[src/rtl/demux12.sv]
// demux12: routes each in_data byte to channel A or B (sinal) through a DEPTH-entry FIFO per channel.
// Latency 1 cycle, no bypass; in_ready drops when the selected FIFO is full. `DEMUX12_COUNT_EN` enables push counters.

module demux12_fifo #(
    parameter int WIDTH = 8,
    parameter int DEPTH = 2
) (
    input  logic             clk,
    input  logic             reset_n,
    input  logic             push,
    input  logic [WIDTH-1:0] din,
    input  logic             pop_req,
    output logic [WIDTH-1:0] dout,
    output logic             valid,
    output logic             full
);
    // Circular buffer: head is shown combinationally from storage, 0 when empty.
    localparam int AW = (DEPTH > 1) ? $clog2(DEPTH) : 1;
    localparam logic [AW:0] FULL_CNT = (AW + 1)'(DEPTH);

    logic [WIDTH-1:0] mem [DEPTH];
    logic [AW-1:0]    wr_ptr;
    logic [AW-1:0]    rd_ptr;
    logic [AW:0]      count;
    logic             pop;

    assign valid = (count != '0);
    assign full  = (count == FULL_CNT);
    assign pop   = pop_req && valid;
    assign dout  = valid ? mem[rd_ptr] : '0;

    always_ff @(posedge clk or negedge reset_n) begin
        if (!reset_n) begin
            wr_ptr <= '0;
            rd_ptr <= '0;
            count  <= '0;
        end else begin
            if (push) wr_ptr <= wr_ptr + 1'b1;
            if (pop)  rd_ptr <= rd_ptr + 1'b1;
            case ({push, pop})
                2'b10:   count <= count + 1'b1;
                2'b01:   count <= count - 1'b1;
                default: count <= count;
            endcase
        end
    end

    // Storage needs no reset: it is masked by count until written.
    always_ff @(posedge clk) begin
        if (push) mem[wr_ptr] <= din;
    end
endmodule

module demux12 #(
    parameter int WIDTH = 8,
    parameter int DEPTH = 2
) (
    input  logic             clk,
    input  logic             reset_n,
    input  logic [WIDTH-1:0] in_data,
    input  logic             sinal,
    input  logic             in_valid,
    output logic             in_ready,
    output logic [WIDTH-1:0] out_a,
    output logic [WIDTH-1:0] out_b,
    output logic             a_valid,
    output logic             b_valid,
    input  logic             a_ready,
    input  logic             b_ready,
    output logic [7:0]       cnt_a,
    output logic [7:0]       cnt_b
);
    logic full_a;
    logic full_b;
    logic push_a;
    logic push_b;

    // A full channel refuses even if it is popped this same cycle.
    assign in_ready = sinal ? !full_b : !full_a;
    assign push_a   = in_valid && in_ready && !sinal;
    assign push_b   = in_valid && in_ready &&  sinal;

    demux12_fifo #(.WIDTH(WIDTH), .DEPTH(DEPTH)) u_fifo_a (
        .clk     (clk),
        .reset_n (reset_n),
        .push    (push_a),
        .din     (in_data),
        .pop_req (a_ready),
        .dout    (out_a),
        .valid   (a_valid),
        .full    (full_a)
    );

    demux12_fifo #(.WIDTH(WIDTH), .DEPTH(DEPTH)) u_fifo_b (
        .clk     (clk),
        .reset_n (reset_n),
        .push    (push_b),
        .din     (in_data),
        .pop_req (b_ready),
        .dout    (out_b),
        .valid   (b_valid),
        .full    (full_b)
    );

`ifdef DEMUX12_COUNT_EN
    always_ff @(posedge clk or negedge reset_n) begin
        if (!reset_n) begin
            cnt_a <= '0;
            cnt_b <= '0;
        end else begin
            if (push_a) cnt_a <= cnt_a + 8'd1;
            if (push_b) cnt_b <= cnt_b + 8'd1;
        end
    end
`else
    assign cnt_a = '0;
    assign cnt_b = '0;
`endif
endmodule

[config.mk]
export PLATFORM = sky130hd
export DESIGN_NAME = demux12
export DESIGN_NICKNAME = d
export VERILOG_FILES = /design/src/rtl/demux12.sv
export SDC_FILE = /design/constraint.sdc
export NUM_CORES = 1
export LEC_CHECK = 0
export CORE_ASPECT_RATIO = 0.8
export CORE_UTILIZATION = 45
export DETAILED_ROUTE_END_ITERATION = 6
export GPL_TIMING_DRIVEN = 1
export PLACE_DENSITY = 0.76
export SLEW_MARGIN = 20
export SYNTH_ARGS = -nofsm -noshare
export SYNTH_HDL_FRONTEND = slang
export SYNTH_SLANG_ARGS = --single-unit
[constraint.sdc]
create_clock -name clk -period 1.7 [get_ports clk]
set_input_delay 0.51 -clock clk [delete_from_list [all_inputs] [get_ports clk]]
set_output_delay 0.51 -clock clk [all_outputs]
set_load 0.03 [all_outputs]
==> results.json, run 1 <==
{
  "die_h_um": 57.79,
  "hold_path.class": "in2async",
  "viasPerCell": 4.708,
  "synthTopCellsByArea": "edfxtp_1 55%, dfrtp_1 11%, mux2i_1 9.1%",
  "synthFlopType": "edfxtp_1",
  "port_buffers": 32,
  "cts_tree": "built",
  "r2r_end": "u_fifo_a.count[1]",
  "area_growth_syn_to_layout_pct": 52.97,
  "die_x_um": 71.73,
  "antenna_cells": 0,
  "clock_sinks": 40,
  "synth.most_common_cell": "edfxtp_1",
  "cap_viol_max_count": 0,
  "crit_path_start_kind": "register",
  "synth_top_area_share_pct": 54.90,
  "required_ns": 1.19,
  "status": "finished, violations left",
  "synth-edff-count": 32,
  "rsz0062_at_grt": "true",
  "hpwl_mm": 2.072,
  "antenna_found_initial": 0,
  "clk_pin_slew_worst_paths_ns": 0.08,
  "nets": 206,
  "place_congestion": 0.7464,
  "worstSetupEndpointType": "primary output",
  "r2r-start": "u_fifo_a.count[0]",
  "yosysTopAreaCell": "edfxtp_1",
  "fin_crit_sh_pct": 107.0,
  "cts_hold_buf": 0,
  "n_fill_cell": 200,
  "antenna_left": 0,
  "multi_input_area_um2": 705.7,
  "seqCellArea_um2": 1164,
  "drt-total-wl_mm": 3.543,
  "worstSetupPathType": "reg2out",
  "numCtsBuffers": 5,
  "violations": "negative setup slack",
  "ys_seq_area_share_pct": 66.33,
  "ff2ff_path_depth": 10,
  "crit_fanout": 5,
  "r2r_setup_slack_ns": -0.05,
  "synth-seq-cells": 40,
  "vias": 1097,
  "ys.warnings.count": 0,
  "critical_path_arrival_ns": 1.31,
  "fmax_mhz": 549.6,
  "async_reset_ff_share_pct": 20.00,
  "first_iter_violations": 44,
  "grt_pass1_wl_mm": 5.340,
  "max-vdd-ir-drop_uv": 1196,
  "cts_root_buffer": "clkbuf_8",
  "slew_viol_final": 0,
  "cts_buffer_depth": 2,
  "setup_viol": 20,
  "dr.pass1.iters": 4,
  "grt_max_degree": 15,
  "clk_latency_ns": 0.29,
  "syn_inst": 122,
  "post_synth.cell_area_avg_um2": 14.35,
  "htree_levels": 2,
  "hold_viol": 0,
  "layout-drive-gt1-share_pct": 50.26,
  "fp-row-count": 19,
  "postPlaceCellArea_um2": 2115,
  "power_density_nw_per_um2": 1961,
  "synth.distinct_cells": 17,
  "grt_pass1_vias": 1180,
  "yosys-top-cells-count": "32 x edfxtp_1, 22 x nor2_1, 16 x buf_4, 16 x mux2i_1, 8 x dfrtp_1",
  "wl_per_cell_um": 15.21,
  "core_um2": 3566,
  "fin_ws_ns": -0.1195,
  "fin_skew_ns": 0.007510,
  "netlist_area_um2": 1750,
  "power_leakage_uw": 0.001089,
  "track_usage_pct": 18.17,
  "setup-tns-final_ns": -1.851,
  "period_needed_ns": 1.819,
  "start_util_pct": 49.09,
  "postLayoutCellArea_um2": 2678,
  "io_pins": 49,
  "drc": 0,
  "gr-total-overflow": 0,
  "dieArea_um2": 4145
}
## cell families after synthesis
group / share of synthesized area [%]
flops: 66.33
simple gates: 8.935
buf+inv: 8.292
mux: 9.792
xor+xnor: 5.003
fa+ha+maj: 1.429
other cells: 0.2142
## registers in the layout, summed over array words and instances, names as in the netlist
name             cells
u_fifo_a.rd_ptr      1
u_fifo_a.mem        16
u_fifo_b.mem        16
u_fifo_b.wr_ptr      1
u_fifo_b.count       2
u_fifo_a.wr_ptr      1
u_fifo_a.count       2
u_fifo_b.rd_ptr      1
## repair_timing
item,CTS,global route
setup buffers,14,2
pin swaps,7,8
cloned,2,0
endpoints found under the setup margin,20,21
resized for setup,66,36
## stage by stage
| step | instances | setup WS (ns) | utilization, % | hold slack [ns] | total power, uW |
|---|---|---|---|---|---|
| after floorplan | 137 | 0.1258 | - | 0.2144 | 2668 |
| after global placement | 207 | -0.7170 | 59.30 | 0.4821 | 3322 |
| after CTS | 231 | -0.1085 | 70.11 | 0.5040 | 4826 |
| final | 233 | -0.1195 | 75.09 | 0.5028 | 5250 |
| after detailed placement | 207 | -0.7235 | 59.30 | 0.4907 | 3371 |
| after global routing | 233 | -0.1610 | 75.09 | 0.5145 | 5473 |
## per-layer routing
metal	share of wire [%]	vias to the layer above	track usage [%]
li1	-	519	-
met5	0	-	0
met1	41	523	22.41
met4	1.5	0	7.003
met3	6.2	5	6.609
met2	51	50	29.65
## cell usage in the layout, fill, tap and decap left out
cell type	count
nor2b_4	2
inv_1	4
nand3_2	1
xor2_1	4
nand2b_1	2
dfrtp_1	6
mux2i_2	1
xnor2_1	5
clkdlybuf4s50_1	12
nor2_4	9
mux2i_4	6
buf_4	21
dfrtp_2	2
nand3b_2	1
dlygate4sd2_1	1
mux2_4	1
conb_1	16
nor2_2	11
clkbuf_8	5
nor2_1	4
xnor2_2	1
bufinv_16	1
mux2i_1	9
buf_6	30
clkinv_4	2
edfxtp_1	32
ha_4	2
## how the worst max path moves through the flow
stage                                 start        to  slack (ns)  cells past startpoint
after detailed placement              sinal  in_ready       -0.72                      3
after global placement                sinal  in_ready       -0.72                      3
final                     u_fifo_a.count[0]  out_a[7]       -0.12                      5
after CTS                 u_fifo_b.count[0]  out_b[7]       -0.11                      5
after global routing      u_fifo_b.count[1]  out_b[4]       -0.16                      5
after floorplan             u_fifo_a.rd_ptr  out_a[0]        0.13                      3
## worst max-delay path: stages, from the launching register on
cell and delay (ns):
dfrtp_1 0.40, buf_6 0.13, nor2_4 0.14, buf_6 0.15, nor2_2 0.05, buf_6 0.14
## where the power goes
| group | total, uW | switching, uW | internal (uW) | leakage, uW |
|---|---|---|---|---|
| combinational | 3060 | 1540 | 1520 | 0.000646 |
| sequential | 1400 | 125 | 1280 | 0.000384 |
| clock | 784 | 342 | 442 | 0.0000583 |
## final cells by class
cell class,instances,share of cell area [%]
Multi-Input combinational cell,75,26.36
Inverter,4,0.5607
Clock inverter,3,1.776
Sequential cell,40,43.46
Tap cell,42,1.963
Clock buffer,5,2.570
Timing Repair Buffer,64,23.32
Note: power is estimated with default switching activity, not from simulation.
==> run 2: changes to the inputs <==
--- a/config.mk
+++ b/config.mk
@@ -14,3 +14,4 @@
 export SYNTH_ARGS = -nofsm -noshare
 export SYNTH_HDL_FRONTEND = slang
 export SYNTH_SLANG_ARGS = --single-unit
+export TNS_END_PERCENT = 100
==> results of run 2 <==
Same layout as run 1: the final DEF is identical, and so are final timing and power.
